--- config.mk ---
export PLATFORM = sky130hd
export DESIGN_NAME = vga_timing_gen_flat
export DESIGN_NICKNAME = d
export VERILOG_FILES = /design/src/rtl/vga_timing_pkg.sv /design/src/rtl/vga_timing_gen_if.sv /design/src/rtl/vga_axis_counter.sv /design/src/rtl/vga_timing_gen.sv /design/src/flat_wrapper.sv
export SDC_FILE = /design/constraint.sdc
export NUM_CORES = 1
export LEC_CHECK = 0
export CORE_MARGIN = 2
export CORE_UTILIZATION = 55
export DETAILED_ROUTE_END_ITERATION = 7
export DONT_BUFFER_PORTS = 1
export GPL_ROUTABILITY_DRIVEN = 0
export HOLD_SLACK_MARGIN = 0.05
export PLACE_DENSITY = 0.7
export RECOVER_POWER = 100
export SETUP_SLACK_MARGIN = 0.3
export SYNTH_ARGS = -nofsm -noshare
export SYNTH_HDL_FRONTEND = slang
export SYNTH_SLANG_ARGS = --single-unit
--- constraint.sdc ---
create_clock -name clk -period 7.1 [get_ports clk]
set_clock_uncertainty 0.15 [all_clocks]
set_input_delay 1.42 -clock clk [delete_from_list [all_inputs] [get_ports clk]]
set_output_delay 1.42 -clock clk [all_outputs]
set_load 0.02 [all_outputs]
--- src/rtl/vga_timing_pkg.sv ---
// Shared raster timing constants for the 640x480@60 VGA pipeline.
// Renderers import this to agree with the timing generator on where
// the visible area and the sync windows sit.
package vga_timing_pkg;

  localparam int CNT_W = 10;  // pix_x / pix_y width
  typedef logic [CNT_W-1:0] coord_t;

  localparam int VGA_H_VISIBLE = 640;
  localparam int VGA_H_FRONT   = 16;
  localparam int VGA_H_SYNC    = 96;
  localparam int VGA_H_BACK    = 48;
  localparam int VGA_H_TOTAL   = VGA_H_VISIBLE + VGA_H_FRONT + VGA_H_SYNC + VGA_H_BACK;

  localparam int VGA_V_VISIBLE = 480;
  localparam int VGA_V_FRONT   = 10;
  localparam int VGA_V_SYNC    = 2;
  localparam int VGA_V_BACK    = 33;
  localparam int VGA_V_TOTAL   = VGA_V_VISIBLE + VGA_V_FRONT + VGA_V_SYNC + VGA_V_BACK;

  // Sync windows are half-open: [START, END)
  localparam int VGA_H_SYNC_START = VGA_H_VISIBLE + VGA_H_FRONT;
  localparam int VGA_H_SYNC_END   = VGA_H_SYNC_START + VGA_H_SYNC;
  localparam int VGA_V_SYNC_START = VGA_V_VISIBLE + VGA_V_FRONT;
  localparam int VGA_V_SYNC_END   = VGA_V_SYNC_START + VGA_V_SYNC;

  localparam logic VGA_SYNC_POL = 1'b0;  // active-low syncs
  localparam int   VGA_FRAME_W  = 10;

  // Unsigned half-open window test on a coordinate.
  function automatic logic in_window(coord_t v, coord_t lo, coord_t hi);
    return (v >= lo) && (v < hi);
  endfunction

endpackage

--- src/rtl/vga_timing_gen_if.sv ---
// Raster output bundle of the VGA timing generator.
//   pix_x/pix_y   current column/line
//   video_active  inside the visible area
//   hsync/vsync   sync levels (already polarity-adjusted)
//   line_start    1-cycle pulse at pix_x==0
//   frame_start   1-cycle pulse at (0,0)
//   counter       frame counter, bumps with frame_start
// master = timing generator, slave = renderer.
interface vga_timing_if #(parameter int FRAME_W = 10);
  import vga_timing_pkg::*;

  coord_t             pix_x;
  coord_t             pix_y;
  logic               video_active;
  logic               hsync;
  logic               vsync;
  logic               line_start;
  logic               frame_start;
  logic [FRAME_W-1:0] counter;

  modport master (
    output pix_x, pix_y, video_active, hsync, vsync,
           line_start, frame_start, counter
  );

  modport slave (
    input  pix_x, pix_y, video_active, hsync, vsync,
           line_start, frame_start, counter
  );

endinterface

--- src/rtl/vga_axis_counter.sv ---
// One raster axis: wrap counter 0..TOTAL-1 with increment enable.
//   clk, rst_n    pixel clock, async active-low reset
//   i_inc         advance this cycle
//   o_cnt         registered count (resets to TOTAL-1)
//   o_wrap        this cycle's advance wraps TOTAL-1 -> 0
//   o_nxt_vis     next count < VISIBLE
//   o_nxt_sync    next count in [SYNC_START, SYNC_END)
// Decodes are on the next value so the parent can register them and
// have them line up with o_cnt.
module vga_axis_counter
  import vga_timing_pkg::*;
#(
  parameter int TOTAL      = VGA_H_TOTAL,
  parameter int VISIBLE    = VGA_H_VISIBLE,
  parameter int SYNC_START = VGA_H_SYNC_START,
  parameter int SYNC_END   = VGA_H_SYNC_END
) (
  input  logic   clk,
  input  logic   rst_n,
  input  logic   i_inc,
  output coord_t o_cnt,
  output logic   o_wrap,
  output logic   o_nxt_vis,
  output logic   o_nxt_sync
);

  if (TOTAL > (1 << CNT_W) || TOTAL < 2) begin : g_chk_total
    $error("vga_axis_counter: TOTAL=%0d out of range 2..%0d", TOTAL, 1 << CNT_W);
  end

  localparam coord_t LAST   = coord_t'(TOTAL - 1);
  localparam coord_t VIS    = coord_t'(VISIBLE);
  localparam coord_t SYN_LO = coord_t'(SYNC_START);
  localparam coord_t SYN_HI = coord_t'(SYNC_END);

  coord_t r_cnt;
  coord_t w_nxt;
  logic   w_at_last;

  assign w_at_last = (r_cnt == LAST);

  always_comb begin
    w_nxt = r_cnt;
    if (i_inc) w_nxt = w_at_last ? '0 : r_cnt + 1'b1;
  end

  // Parked at the last count so the first enabled edge lands on 0
  always_ff @(posedge clk or negedge rst_n) begin
    if (!rst_n) r_cnt <= LAST;
    else        r_cnt <= w_nxt;
  end

  assign o_cnt      = r_cnt;
  assign o_wrap     = i_inc && w_at_last;
  assign o_nxt_vis  = (w_nxt < VIS);
  assign o_nxt_sync = in_window(w_nxt, SYN_LO, SYN_HI);

endmodule

--- src/rtl/vga_timing_gen.sv ---
// VGA raster timing generator (default 640x480@60, 25.175 MHz pixel clock).
//   clk, rst_n  pixel clock, async active-low reset
//   o_vga       raster bundle (master side of vga_timing_if)
// All outputs are registers. Decodes are computed from the next counter
// values, so every output describes the pix_x/pix_y shown in the same cycle.
module vga_timing_gen
  import vga_timing_pkg::*;
#(
  parameter int   H_VISIBLE = VGA_H_VISIBLE,
  parameter int   H_FRONT   = VGA_H_FRONT,
  parameter int   H_SYNC    = VGA_H_SYNC,
  parameter int   H_BACK    = VGA_H_BACK,
  parameter int   V_VISIBLE = VGA_V_VISIBLE,
  parameter int   V_FRONT   = VGA_V_FRONT,
  parameter int   V_SYNC    = VGA_V_SYNC,
  parameter int   V_BACK    = VGA_V_BACK,
  parameter logic SYNC_POL  = VGA_SYNC_POL,
  parameter int   FRAME_W   = VGA_FRAME_W
) (
  input  logic         clk,
  input  logic         rst_n,
  vga_timing_if.master o_vga
);

  localparam int H_TOTAL = H_VISIBLE + H_FRONT + H_SYNC + H_BACK;
  localparam int V_TOTAL = V_VISIBLE + V_FRONT + V_SYNC + V_BACK;

  if (H_TOTAL > 1024 || V_TOTAL > 1024) begin : g_chk_size
    $error("vga_timing_gen: H_TOTAL=%0d / V_TOTAL=%0d exceed 1024", H_TOTAL, V_TOTAL);
  end

  coord_t w_h_cnt, w_v_cnt;
  logic   w_h_wrap, w_v_wrap;
  logic   w_h_nxt_vis, w_v_nxt_vis;
  logic   w_h_nxt_sync, w_v_nxt_sync;

  vga_axis_counter #(
    .TOTAL     (H_TOTAL),
    .VISIBLE   (H_VISIBLE),
    .SYNC_START(H_VISIBLE + H_FRONT),
    .SYNC_END  (H_VISIBLE + H_FRONT + H_SYNC)
  ) u_h (
    .clk       (clk),
    .rst_n     (rst_n),
    .i_inc     (1'b1),
    .o_cnt     (w_h_cnt),
    .o_wrap    (w_h_wrap),
    .o_nxt_vis (w_h_nxt_vis),
    .o_nxt_sync(w_h_nxt_sync)
  );

  vga_axis_counter #(
    .TOTAL     (V_TOTAL),
    .VISIBLE   (V_VISIBLE),
    .SYNC_START(V_VISIBLE + V_FRONT),
    .SYNC_END  (V_VISIBLE + V_FRONT + V_SYNC)
  ) u_v (
    .clk       (clk),
    .rst_n     (rst_n),
    .i_inc     (w_h_wrap),
    .o_cnt     (w_v_cnt),
    .o_wrap    (w_v_wrap),
    .o_nxt_vis (w_v_nxt_vis),
    .o_nxt_sync(w_v_nxt_sync)
  );

  logic               r_video_active;
  logic               r_hsync;
  logic               r_vsync;
  logic               r_line_start;
  logic               r_frame_start;
  logic [FRAME_W-1:0] r_counter;

  // Next x is 0 exactly when x wraps; next (0,0) exactly when y wraps
  // (y only advances on an x wrap).
  always_ff @(posedge clk or negedge rst_n) begin
    if (!rst_n) begin
      r_video_active <= 1'b0;
      r_hsync        <= ~SYNC_POL;
      r_vsync        <= ~SYNC_POL;
      r_line_start   <= 1'b0;
      r_frame_start  <= 1'b0;
      r_counter      <= '0;
    end else begin
      r_video_active <= w_h_nxt_vis & w_v_nxt_vis;
      r_hsync        <= w_h_nxt_sync ? SYNC_POL : ~SYNC_POL;
      r_vsync        <= w_v_nxt_sync ? SYNC_POL : ~SYNC_POL;
      r_line_start   <= w_h_wrap;
      r_frame_start  <= w_v_wrap;
      if (w_v_wrap) r_counter <= r_counter + 1'b1;
    end
  end

  assign o_vga.pix_x        = w_h_cnt;
  assign o_vga.pix_y        = w_v_cnt;
  assign o_vga.video_active = r_video_active;
  assign o_vga.hsync        = r_hsync;
  assign o_vga.vsync        = r_vsync;
  assign o_vga.line_start   = r_line_start;
  assign o_vga.frame_start  = r_frame_start;
  assign o_vga.counter      = r_counter;

endmodule
--- src/flat_wrapper.sv ---
// flat-port wrapper written by rule: the top's interface ports become plain ports
module vga_timing_gen_flat import vga_timing_pkg::*;
#(
  parameter int   H_VISIBLE = VGA_H_VISIBLE,
  parameter int   H_FRONT   = VGA_H_FRONT,
  parameter int   H_SYNC    = VGA_H_SYNC,
  parameter int   H_BACK    = VGA_H_BACK,
  parameter int   V_VISIBLE = VGA_V_VISIBLE,
  parameter int   V_FRONT   = VGA_V_FRONT,
  parameter int   V_SYNC    = VGA_V_SYNC,
  parameter int   V_BACK    = VGA_V_BACK,
  parameter logic SYNC_POL  = VGA_SYNC_POL,
  parameter int   FRAME_W   = VGA_FRAME_W
)
  (clk, rst_n, o_vga_pix_x, o_vga_pix_y, o_vga_video_active, o_vga_hsync, o_vga_vsync, o_vga_line_start, o_vga_frame_start, o_vga_counter);
  vga_timing_if #(.FRAME_W(FRAME_W)) o_vga_i ();
  input  logic clk;
  input  logic rst_n;
  output wire logic [$bits(o_vga_i.pix_x)-1:0] o_vga_pix_x;
  output wire logic [$bits(o_vga_i.pix_y)-1:0] o_vga_pix_y;
  output wire logic [$bits(o_vga_i.video_active)-1:0] o_vga_video_active;
  output wire logic [$bits(o_vga_i.hsync)-1:0] o_vga_hsync;
  output wire logic [$bits(o_vga_i.vsync)-1:0] o_vga_vsync;
  output wire logic [$bits(o_vga_i.line_start)-1:0] o_vga_line_start;
  output wire logic [$bits(o_vga_i.frame_start)-1:0] o_vga_frame_start;
  output wire logic [$bits(o_vga_i.counter)-1:0] o_vga_counter;
  assign o_vga_pix_x = o_vga_i.pix_x;
  assign o_vga_pix_y = o_vga_i.pix_y;
  assign o_vga_video_active = o_vga_i.video_active;
  assign o_vga_hsync = o_vga_i.hsync;
  assign o_vga_vsync = o_vga_i.vsync;
  assign o_vga_line_start = o_vga_i.line_start;
  assign o_vga_frame_start = o_vga_i.frame_start;
  assign o_vga_counter = o_vga_i.counter;
  vga_timing_gen #(.H_VISIBLE(H_VISIBLE), .H_FRONT(H_FRONT), .H_SYNC(H_SYNC), .H_BACK(H_BACK), .V_VISIBLE(V_VISIBLE), .V_FRONT(V_FRONT), .V_SYNC(V_SYNC), .V_BACK(V_BACK), .SYNC_POL(SYNC_POL), .FRAME_W(FRAME_W)) u_core (.clk(clk), .rst_n(rst_n), .o_vga(o_vga_i));
endmodule
# Word-level counts from Yosys, hierarchy flattened
# Index checks and enable logic that the tools add are counted.
# op_classes
reduce_logical	3
magnitude_cmp	6
eq_ne	2
mux	5
add_sub_neg	3
bitwise_logic	1
# ops
cell	n
adder 10 x 1 -> 10 bit, second input constant	3
two-way mux 10 bit	3
equality test 10 bit, second input constant	2
< comparator 10 bit, second input constant	2
< comparator 10 x 9 -> 1 bit, second input constant	2
greater-or-equal comparator 10 bit, second input constant	1
greater-or-equal comparator 10 x 9 -> 1 bit, second input constant	1
logical AND 1 bit	3
two-way mux 1 bit	2
bitwise AND 1 bit	1
# totals
word_cells	28
out_inout_bits	35
input_bits	2
reg_bits	35

# Depth between registers and ports, before layout
# Gate-level depths: netlist (run 1).
# logic_depth
ltp_word	6
mapped_depth	9

# Modules after synthesis
# Synthesis (run 1) repeated with hierarchy kept, for this count alone.
# unflattened
hier_cells	182
area_unflattened_um2	1930.6
# by_module_without_submodules
module	seq_area_each_um2	instances	cells_each	area_per_inst_um2
vga_axis_counter (u_core.u_v)	254.0	1	71	696.9
vga_axis_counter (u_core.u_h)	259.0	1	70	666.9
vga_timing_gen	377.9	1	41	566.8

# Worst setup path after synthesis (run 1)
# Ideal clock, no wire load.
# synth_timing
kind	register to register
start	reg u_core.u_h.r_cnt[0], in the netlist u_core.u_h.o_cnt[0]
end	reg u_core.r_vsync, in the netlist u_core.o_vga.vsync
synth_period_minus_slack_ns	2.432
arrival_time_ns	2.194
path_stages_with_launch	8
path_slack_ns	4.668
setup_ns	0.088
n_path_buf	1
required_time_ns	6.862
path_cell_list	dfstp_2 ha_1 nand4_1 or3_1 buf_6 nor2_1 a31oi_1 or3b_1
# synth_via
elab_chain_len	5
word_cells_on_any_way	6
cone_classes	order compare: 2; eq/ne: 1; mux: 2; reduce/logical: 1
# synth_lines
element	line_no	rtl
start, declared	vga_axis_counter.sv:36	coord_t r_cnt;
start signal, assigned	vga_axis_counter.sv:50	else r_cnt <= w_nxt;
equality test 10 bit *	vga_axis_counter.sv:40	assign w_at_last = (r_cnt == LAST);
two-way mux 10 bit *	vga_axis_counter.sv:44	if (i_inc) w_nxt = w_at_last ? '0 : r_cnt + 1'b1;
greater-or-equal comparator 10 x 9 -> 1 bit / < comparator 10 x 9 -> 1 bit (equally long branches)	vga_timing_pkg.sv:32	return (v >= lo) && (v < hi);
logical AND 1 bit *	vga_timing_pkg.sv:32	
two-way mux 1 bit *	vga_timing_gen.sv:87	r_vsync <= w_v_nxt_sync ? SYNC_POL : ~SYNC_POL;
end signal, assigned	vga_timing_gen.sv:80	r_vsync <= ~SYNC_POL;
end signal, assigned	vga_timing_gen.sv:87	
end, declared	vga_timing_gen.sv:69	logic r_vsync;
# Every way passes the cells marked *; elsewhere a longest branch is shown, timed or not.
# A chain may end at the register's enable or synchronous reset.

# Final worst setup path (run 1)
# layout_timing
start	reg u_core.u_h.r_cnt[0], in the netlist u_core.u_h.o_cnt[0]
end	reg u_core.r_vsync, in the netlist u_core.o_vga.vsync
# layout_via
elab_chain_len	5
word_cells_on_any_way	6
cone_classes	order compare: 2; eq/ne: 1; mux: 2; reduce/logical: 1
# layout_lines
element	line_no	rtl
equality test 10 bit *	vga_axis_counter.sv:40	
two-way mux 10 bit *	vga_axis_counter.sv:44	
via u_core.u_v.w_nxt[9]	vga_axis_counter.sv:37	coord_t w_nxt;
greater-or-equal comparator 10 x 9 -> 1 bit / < comparator 10 x 9 -> 1 bit (equally long branches)	vga_timing_pkg.sv:32	
logical AND 1 bit *	vga_timing_pkg.sv:32	
two-way mux 1 bit *	vga_timing_gen.sv:87	
# Mark *: on every way through the listed nets, which the timed path passes. The rest lies on a longest branch.

==> reports/metrics.csv, run 1 <==
stage,metric,value,unit
timing,final setup fails,0,
global_routing,GRT overflow,0,
clocking,CTS Sinks,35,
synthesis,Cells after Synth,164,
hold_path,worst hold-check path type,reg -> reg,
synthesis,Avg Inst Size Synth,10.4,um^2
routing,DRT Wirelength,3130,um
timing,worst-margin pin slew,0.598,ns
critical_path,startpoint types,flip-flop,
clocking,CTS root buffer,clkbuf_4,
flow_run,max_cap viols,0,
outcome,outcome,"complete, no violations",
cells_and_area,share of cells above drive strength 1,0.0714,
timing,Slew Limit Headroom,0.600,
global_routing,Tot GR Track Use,0.203,
cells_and_area,fill count,249,
clocking,hold buffers post-CTS,0,
critical_path,Worst Path Required,7.22,ns
cells_and_area,Syn-to-layout area delta,3.98,%
cells_and_area,"commonest non-fill, non-tap cell in the layout",dfrtp_1,
die,number of I/O pins,37,
global_routing,vias in the first global route,1103,
cells_and_area,Finished Layout Cells,201,
timing,setup TNS,0,ns
cells_and_area,nets,173,
synthesis,Yosys warnings,0,
routing,Initial DRC Count,53,
die,Initial Util,0.565,
synthesis,Post-Syn Area,0.00170,mm^2
timing,final hold violation count,0,
die,Std-Cell Core Area,0.00300,mm^2
clocking,clock-pin slew on the worst setup and hold paths,0.09,ns
routing,DR DRC count,0,
clocking,postcts setup bufs,0,
synthesis,sequential share of the synthesized area,0.525,
synthesis,Netlist cell types,39,
cells_and_area,most frequent cells in the layout,"dfrtp_1 (23), nand2_1 (17), dfstp_1 (12)",
power_and_ir_drop,leakage,0.739,nW
cells_and_area,Multi-input gate area,742,um^2
timing,RSZ-0062 raised after global routing,false,
routing,routed vias,1235,
global_routing,initial antenna violation count,0,
clocking,Clock Latency Late Sink,0.34,ns
power_and_ir_drop,peak supply drop,123,uV
routing,drt via density,6.14,
clocking,Clock Tree Buf Depth,2,
synthesis,number of enable flip-flop cells after synthesis,0,
cells_and_area,n_diodes,0,
synthesis,syn nets,170,
die,standard-cell rows,20,
synthesis,Seq cells post-synth,35,
critical_path,worst path arrival time,3.10,ns
timing,WHS,0.458,ns
clocking,H-tree levels,2,
die,Die Span Y,59.6,um
routing,Detailed Routing Iterations Pass 1,4,
placement,Detail Placement HPWL,2270,um
timing,Final Cycle Share,0.421,
die,die area,0.00355,mm^2
cells_and_area,register area,891,um^2
die,Die Wd,59.6,um
routing,average routed wire per standard cell,15.6,um
power_and_ir_drop,Pwr per Cell Area,175,mW/mm^2
synthesis,Async SR Flop Fraction,1.00,
routing,Antenna Nets Post-Route,0,
critical_path,crit-path max FO,11,
clocking,CTS buffer count,5,
synthesis,ys flop type,dfrtp_1,
clocking,CTS tree,yes,
global_routing,first-pass GRT wire length,5180,um
clocking,cts repair resizes,0,
placement,Inst Count DP,193,
global_routing,largest net degree at the start of global routing,36,
timing,fmax,0.335,GHz
timing,"Slew Viols, Final",0,
critical_path,Crit Path Class,reg -> reg,
placement,I/O Buffers,0,
critical_path,CP Capture Type,flip-flop,
timing,post-layout min period,2.99,ns
power breakdown:
part	internal (mW)	switching, mW	total [mW]
registers	0.199	0	0.199
logic	0	0	0.000000271
clock network	0.0479	0.0620	0.110
total	0.247	0.0620	0.309
flip-flops by register name, summed over array words and instances, names as in the netlist:
name                       flops
u_core.u_v.o_cnt              10
u_core.o_vga.frame_start       1
u_core.o_vga.vsync             1
u_core.o_vga.line_start        1
u_core.u_h.o_cnt              10
u_core.o_vga.video_active      1
u_core.o_vga.hsync             1
u_core.o_vga.counter          10
cell families after synthesis:
group	count (synthesis)	share of synthesized area
xor gates and xnor gates	17	0.0877
muxes	2	0.0133
and+or+nand+nor	75	0.240
DFF	35	0.525
buffers and inverters	12	0.0339
AOI/OAI and AO/OA	19	0.0708
adders and majority gates	4	0.0295
final timing paths:
path,end,startpoint,depth (start not counted),slack [ns]
hold reg to reg,u_core.o_vga.counter[9],u_core.o_vga.counter[9],1,0.46
setup / recovery,u_core.o_vga.vsync,u_core.u_h.o_cnt[0],7,4.11
min in group asynchronous,u_core.o_vga.counter[4],rst_n,0,0.60
hold / removal,u_core.o_vga.counter[9],u_core.o_vga.counter[9],1,0.46
setup reg to reg,u_core.o_vga.vsync,u_core.u_h.o_cnt[0],7,4.11
max in group asynchronous,u_core.o_vga.vsync,rst_n,0,6.01
cell usage after synthesis, types with 2 or more instances:
cell,count,area share
mux2_2,2,0.013
nand3_1,9,0.027
xnor2_1,9,0.046
and4_1,3,0.015
xor2_1,8,0.041
nand2_1,17,0.038
nor2b_1,2,0.0074
nor2_1,10,0.022
nand4_1,9,0.033
inv_1,7,0.015
dfrtp_1,23,0.34
a21oi_1,2,0.0059
ha_1,4,0.029
o21ai_0,7,0.021
clkbuf_1,2,0.0044
a22o_1,2,0.010
nor3_1,5,0.015
dfstp_2,12,0.19
nor4_1,5,0.018
o21ai_1,2,0.0059
nor3b_1,2,0.0088
or3_1,5,0.018
per-layer routing:
layer / vias to the layer above / wire length, um / track usage
li1: 586 / - / -
met1: 598 / 1470 / 0.298
met2: 45 / 1330 / 0.251
met3: 6 / 278 / 0.0830
met4: 0 / 61 / 0.105
met5: - / 0 / 0
critical path: stages (launching register included):
cell and delay (ns):
dfstp_1 0.70, ha_1 0.28, nand4_1 0.21, or3_1 0.54, clkinvlp_2 0.30, o21ai_0 0.14
a22o_1 0.22, or3b_1 0.37
area by class of cell:
type	count	share of cell area
clock buffer	7	0.0312
clock inverter	1	0.00283
inverter	8	0.0177
multi-input combinational	117	0.420
sequential	35	0.505
tap	33	0.0234
stage by stage:
step	setup WS, ns	util	power [mW]	instance area (um^2)
2_1_floorplan	4.67	-	0.203	1700
3_3_place_gp	4.44	0.570	0.203	1710
3_5_place_dp	4.40	0.570	0.203	1710
4_1_cts	4.38	0.590	0.315	1770
5_1_grt	3.96	0.588	0.322	1770
6_report	4.11	0.588	0.309	1770
(Power assumes the default switching activity.)
==> run 2, diff against run 1 <==
- clock period: 7.1 -> 3 ns (I/O delays scaled with it)
==> run 2 against run 1 <==
  * Non-clock buffer count up 4
  * Final cell count up 2.0%
  * Wire length up 3.7%
  * Core utilization up 2.4 points
  * Sequential cell count unchanged
  * Critical path depth unchanged
  * Total power up 140%
  * Sequential share of layout area down 2.0 points
  * Global-route usage about the same
==> reports/metrics.csv, run 2 (synthesis gave the netlist of run 1 again) <==
stage,metric,value,unit
clocking,Clock Tree Buf Depth,2,
routing,DRT Wirelength,3250,um
die,die area,0.00355,mm^2
global_routing,initial antenna violation count,0,
cells_and_area,fill count,254,
global_routing,vias in the first global route,1099,
global_routing,largest net degree at the start of global routing,36,
global_routing,Tot GR Track Use,0.203,
cells_and_area,share of cells above drive strength 1,0.110,
critical_path,Worst Path Required,3.11,ns
critical_path,crit-path max cell delay,0.75,ns
critical_path,crit path cell chain,"ha_4, nand4_1, or3_4, inv_4, o21ai_1, a22o_1, or3b_1",
power_and_ir_drop,peak supply drop,236,uV
clocking,CTS Sinks,35,
critical_path,Top delay family on crit path,simple AND/OR/NAND/NOR gates,
global_routing,first-pass GRT wire length,5320,um
power_and_ir_drop,Pwr per Cell Area,403,mW/mm^2
routing,Detailed Routing Iterations Pass 1,4,
critical_path,CP bufs+invs,1,
global_routing,GRT overflow,0,
placement,Detail Placement HPWL,2260,um
clocking,CTS root buffer,clkbuf_4,
die,Die Span Y,59.6,um
clocking,clock-pin slew on the worst setup and hold paths,0.10,ns
die,standard-cell rows,20,
critical_path,Crit Path Class,reg -> reg,
die,Die Wd,59.6,um
cells_and_area,n_diodes,0,
cells_and_area,most frequent cells in the layout,"dfrtp_1 (23), nand2_1 (17), dfstp_1 (12)",
timing,setup TNS,0,ns
routing,DR DRC count,0,
critical_path,startpoint types,flip-flop,
timing,"Slew Viols, Final",0,
timing,RSZ-0062 raised after global routing,false,
critical_path,CP max-delay cell,dfstp_1,
placement,I/O Buffers,0,
cells_and_area,"commonest non-fill, non-tap cell in the layout",dfrtp_1,
clocking,CTS buffer count,5,
die,number of I/O pins,37,
clocking,H-tree levels,2,
flow_run,max_cap viols,0,
routing,Initial DRC Count,50,
outcome,outcome,"complete, no violations",
hold_path,worst hold-check path type,reg -> reg,
timing,Final Cycle Share,0.889,
critical_path,worst path arrival time,2.78,ns
cells_and_area,Finished Core Util,0.612,
timing,final setup fails,0,
die,Std-Cell Core Area,0.00300,mm^2
critical_path,crit-path max FO,11,
timing,final hold violation count,0,
clocking,CTS tree,yes,
timing,worst-margin pin slew,0.488,ns
timing,post-layout min period,2.67,ns
routing,routed vias,1245,
power_and_ir_drop,leakage,0.771,nW
routing,Antenna Nets Post-Route,0,
cells_and_area,Syn-to-layout area delta,8.25,%
cells_and_area,nets,177,
routing,drt via density,6.07,
die,Initial Util,0.565,
clocking,Clock Latency Late Sink,0.33,ns
timing,fmax,0.375,GHz
routing,average routed wire per standard cell,15.8,um
critical_path,CP Capture Type,flip-flop,
timing,Slew Limit Headroom,0.675,
[run 2: worst paths after layout]
path                                         start                 endpoint  slack, ns  depth (start not counted)
setup / recovery               u_core.u_h.o_cnt[0]       u_core.o_vga.vsync       0.33                          7
hold / removal             u_core.o_vga.counter[9]  u_core.o_vga.counter[9]       0.46                          1
setup reg to reg               u_core.u_h.o_cnt[0]       u_core.o_vga.vsync       0.33                          7
hold reg to reg            u_core.o_vga.counter[9]  u_core.o_vga.counter[9]       0.46                          1
max in group asynchronous                    rst_n      u_core.u_h.o_cnt[4]       1.87                          2
min in group asynchronous                    rst_n  u_core.o_vga.counter[2]       0.57                          2
[run 2: cell type report]
type	instances	area, um^2	share of cell area
Sequential cell	35	891	0.485
Multi-Input combinational cell	117	768	0.418
Clock buffer	7	55.1	0.0300
Timing Repair Buffer	4	45.0	0.0245
Tap cell	33	41.3	0.0225
Inverter	8	32.5	0.0177
Clock inverter	1	5.00	0.00272
[run 2: report_power, final]
group,switching (mW),total [mW],internal [mW]
logic,0.00909,0.0126,0.00355
registers,0,0.471,0.471
clock network,0.143,0.256,0.114
total,0.152,0.740,0.588
[run 2: worst register-to-register path, delay by kind of cell (launching register included)]
family	cells	cell delay (ns)
and+or+nand+nor	3	1.06
DFF	1	0.75
AOI/OAI and AO/OA	2	0.29
adders and majority gates	1	0.21
buffers and inverters	1	0.13
[run 2: timing repair]
action,CTS,global route
gates cloned,0,0
endpoints found under the setup margin,1,2
hold buffers,2,0
endpoints found under the hold margin,35,0
pin swaps,0,1
gates resized for setup,1,5
buffers inserted,0,2
[run 2: through the flow]
stage	hold slack [ns]	power [mW]	area [um^2]	std cells	setup WS, ns
2_1_floorplan	0.154	0.481	1700	164	0.568
6_report	0.459	0.740	1840	205	0.332
4_1_cts	0.438	0.751	1810	203	0.336
3_3_place_gp	0.155	0.481	1710	193	0.344
5_1_grt	0.476	0.778	1840	205	0.220
3_5_place_dp	0.155	0.481	1710	193	0.269
[run 2: routing by layer]
metal,track usage,routed length (um)
met3,0.0808,323
met4,0.0794,44
met5,0,0
met2,0.264,1370
met1,0.300,1510
==> RTL edit 1, RTL diff (config.mk and constraints of run 2) <==
`CNT_W`: 10 -> 11.
--- a/src/rtl/vga_timing_pkg.sv
+++ b/src/rtl/vga_timing_pkg.sv
@@ -3,7 +3,7 @@
 // the visible area and the sync windows sit.
 package vga_timing_pkg;
 
-  localparam int CNT_W = 10;  // pix_x / pix_y width
+  localparam int CNT_W = 11;  // pix_x / pix_y width
   typedef logic [CNT_W-1:0] coord_t;
 
   localparam int VGA_H_VISIBLE = 640;
Ports: changed (resized o_vga_pix_x and o_vga_pix_y); port bits go from 37 to 39. The function was not compared with the original's and may differ.
==> RTL edit 1 against run 2 <==
  * The flow now finishes with violations (capacitance limit, slew limit)
  * First-iteration DRC count unchanged
  * Area after synthesis grew 15%
  * Non-clock buffer count up 1
  * Power increased by 5.9%
  * Design area up 11%
  * Sequential power grew 5.7%
  * Die area rose by 14%
  * Routed wire length up 17%
  * Core utilization down 0.72 points
  * Setup slack improved by 0.020 ns
  * Count of clock-buffer cells in the layout up 1
  * Sequential cell count increased by 2
  * Combinational power down 13%
  * Critical endpoint is now u_core.o_vga.video_active$_DFF_PN0_
==> RTL edit 1: results <==
logic_synthesis:
  synth_compound_area_share_pct: 7.569
  synth_xor_xnor_area_share_pct: 9.878
  yosysUniqueCellTypes: 45
  synthTopCellsByArea: "dfrtp_1 32%, dfstp_2 16%, xor2_1 5.8%"
  ys_warn_count: 0
  yosys.area_share.adder_pct: 2.566
  synth_cells: 179
  muxShareOfSynthArea_pct: 0.5773
  synth_common_cells: "25 x dfrtp_1, 16 x nand2_1, 13 x xor2_1, 12 x dfstp_2, 11 x nand3_1"
  seq_area_frac_synth_pct: 48.24
clocking:
  htreeDepth: 2
  postCtsResizedCells: 0
  clk_latency_ns: 0.35
place:
  post_dp_cell_area_um2: 1957
  pre_cts_slack_ns: 0.3836
  place.detailed.hpwl_mm: 2.711
  port_buffers: 0
  post-place-cells: 218
sta:
  slew_headroom_pct: -4.351
  slew_violations: 38
  fin_crit_sh_pct: 88.26
  fin_hold_ws_ns: 0.4585
cells_and_area:
  multi_input_cells: 131
  regArea_um2: 940.9
  final_core_util_pct: 60.49
  fill_cells: 311
  final.clkbuf_count: 8
  layout.nonclk_buf_share_pct: 2.030
  final-clk-cell-share_pct: 2.891
  nNonClkInverters: 4
  nonClockBufferCount: 5
  drive_gt1_share_pct: 10.81
  fin_cells: 231
  multi_input_area_share_pct: 45.02
  nNetsFinal: 190
  layout.sequential_cells: 37
power:
  pg_clk_uw: 274
  power.leakage_uw: 0.0008911
  p_per_area_nw_per_um2: 385.2
  powerSeq_uw: 498
  ir_drop_v: 0.0002287
  intPower_uw: 615.8
job:
  maxCapViolations: 1
floorplanning:
  nWellTaps: 46
critical_path:
  path_max_fanout: 16
  worst_r2r_path_depth: 8
  r2r_slack_ns: 0.35
  worstSetupPathType: "reg2reg"
  rr_endpoint: "u_core.o_vga.video_active$_DFF_PN0_"
  startpoint: "u_core.u_h.o_cnt[0]$_DFF_PN1_"
global_route:
  grt_max_degree: 38
  grt_pass1_wl_mm: 6.555
  grt.total_usage_pct: 21.18
  antenna_found_initial: 0
min_path:
  holdPathStages: 1
  hp-class: "reg2reg"
route:
  wl_per_cell_um: 16.46
  num_vias: 1383
status:
  violations: "capacitance limit, slew limit"
  status: "finished, violations left"
## RTL edit 1: cell count changes after synthesis, sizes merged, moves of 3 or more
| cell | delta |
|---|---|
| nand4 | +3 |
| and3 | +4 |
| o21ai | -3 |
| buf | +3 |
| or3 | -4 |
| xor2 | +5 |
| inv | -4 |
## RTL edit 1: critical path: stages (launching register included)
cell and delay (ns):
dfstp_1 0.71, ha_1 0.28, and4_1 0.28, nand4_4 0.22, clkinv_4 0.20, nand4_1 0.13
xnor2_1 0.18, and4_1 0.21, nor4b_2 0.20
## RTL edit 1: routing by layer
metal	up-vias	GRT usage (%)	wire length [um]
met5	-	0	0
met4	0	10.60	89
met3	7	8.214	253
met1	679	24.94	1608
met2	42	33.55	1851
li1	655	-	-
## RTL edit 1: what timing repair did
action / in CTS / in global routing
endpoints found under the hold margin: 37 / 0
buffers inserted: 0 / 3
endpoints found under the setup margin: 0 / 2
hold buffers: 2 / 0
==> RTL edit 2, RTL diff (config.mk and constraints of run 2) <==
Made on the original files. Make the reset (`rst_n`) synchronous in 2 clocked blocks. Comments in the files are not updated.
--- a/src/rtl/vga_axis_counter.sv
+++ b/src/rtl/vga_axis_counter.sv
@@ -45,7 +45,7 @@
   end
 
   // Parked at the last count so the first enabled edge lands on 0
-  always_ff @(posedge clk or negedge rst_n) begin
+  always_ff @(posedge clk) begin
     if (!rst_n) r_cnt <= LAST;
     else        r_cnt <= w_nxt;
   end
--- a/src/rtl/vga_timing_gen.sv
+++ b/src/rtl/vga_timing_gen.sv
@@ -73,7 +73,7 @@
 
   // Next x is 0 exactly when x wraps; next (0,0) exactly when y wraps
   // (y only advances on an x wrap).
-  always_ff @(posedge clk or negedge rst_n) begin
+  always_ff @(posedge clk) begin
     if (!rst_n) begin
       r_video_active <= 1'b0;
       r_hsync        <= ~SYNC_POL;
Check against the original RTL: differs if rst_n is asserted again (counterexample within 4 cycles, from zero or initial values and one cycle with rst_n low); with rst_n held inactive, the same outputs for 10 cycles.
==> RTL edit 2 against run 2 <==
  * Via count rose by 30%
  * First-iteration DRC count rose by 80%
  * Sequential cell count did not move
  * Count of clock-buffer cells in the layout did not move
  * Setup slack improved by 0.024 ns
  * Design area rose by 2.9%
  * Area after synthesis rose by 8.0%
  * Final cell count rose by 29%
  * Routed wire length rose by 22%
Power is not compared: it rests on default switching activity, and its combinational part moved more than twofold at a synthesized area within 25%.
==> RTL edit 2: results <==
status:
  status: "finished, final reports clean"
logic_synthesis:
  seq_area_frac_synth_pct: 38.20
  yosysUniqueCellTypes: 45
  synth_common_cells: "35 x dfxtp_1, 23 x nand2_1, 18 x nor2_1, 15 x a21oi_1, 15 x o21ai_0"
  async_reset_ff_share_pct: 0
  syn_nets: 227
global_route:
  grt_pass1_vias: 1396
  grt_pass1_wl_mm: 6.327
  grt_max_degree: 21
cells_and_area:
  drive_gt1_share_pct: 4.977
  fill_cells: 293
critical_path:
  slowest_stage: "or4_1"
  rr_endpoint: "u_core.o_vga.counter[7]$_SDFFE_PN0P_"
  worstPathArrival_ns: 2.76
  slowest_delay_ns: 0.55
  worstReg2RegStart: "u_core.u_v.o_cnt[0]$_SDFF_PN0_"
route:
  wirelength_mm: 3.949
  vias_per_cell: 6.106
  num_vias: 1618
min_path:
  hp-class: "in2reg"
  min_to: "u_core.u_h.o_cnt[2]$_SDFF_PN1_"
place:
  post-place-cells: 257
  place.detailed.hpwl_mm: 2.861
sta:
  worst_pin_slew_ns: 0.6055
clocking:
  holdBufCountCts: 0
  postCtsResizedCells: 0
[RTL edit 2: changes by cell type in the layout (fill, tap and decap cells not counted), moves of 5 or more]
cell,delta
dfrtp_1,-23
dfxtp_1,+35
o21ai_0,+7
nor2_1,+8
dfstp_1,-12
nand2_1,+6
nand3_1,+5
a21oi_1,+13
[RTL edit 2: area by class of cell]
type / instances / area (um2) / area share, %
Clock buffer: 7 / 45.04 / 2.381
Multi-Input combinational cell: 168 / 1041 / 55.03
Inverter: 6 / 22.52 / 1.190
Clock inverter: 1 / 5.005 / 0.2646
Tap cell: 44 / 55.05 / 2.910
Sequential cell: 35 / 700.7 / 37.04
Timing Repair Buffer: 4 / 22.52 / 1.190
[RTL edit 2: routing by layer]
layer	global-route usage, %	share of wire (%)
met4	7.903	1.3
met1	28.52	46
met2	34.89	45
met5	0	0
met3	8.903	7.1
[RTL edit 2: cells by family (layout without fill, tap and decap cells)]
logic type | Yosys count | after routing | share of synthesized area (%)
AND/OR/NAND/NOR | 100 | 100 | 30.76
AO/OA/AOI/OAI | 51 | 51 | 17.33
flip-flops | 35 | 35 | 38.20
buffers and inverters | 18 | 18 | 4.707
XOR/XNOR | 12 | 12 | 5.730
adder cells (fa/ha/maj) | 4 | 4 | 2.729
multiplexers | 1 | 1 | 0.5457
[RTL edit 2: power by group through the flow]
stage	Clock, uW	Combinational, uW	Sequential, uW
4_1_cts	246	726	802
6_report	238	718	803
3_5_place_dp	0	723	815
5_1_grt	263	817	824
2_1_floorplan	0	634	767
3_3_place_gp	0	708	810
[RTL edit 2: metrics by stage]
stage          worst slack, ns  area, um2
2_1_floorplan           0.7098       1834
3_3_place_gp            0.5514       1856
3_5_place_dp            0.4650       1856
4_1_cts                 0.4407       1906
5_1_grt                 0.1714       1892
6_report                0.3568       1892
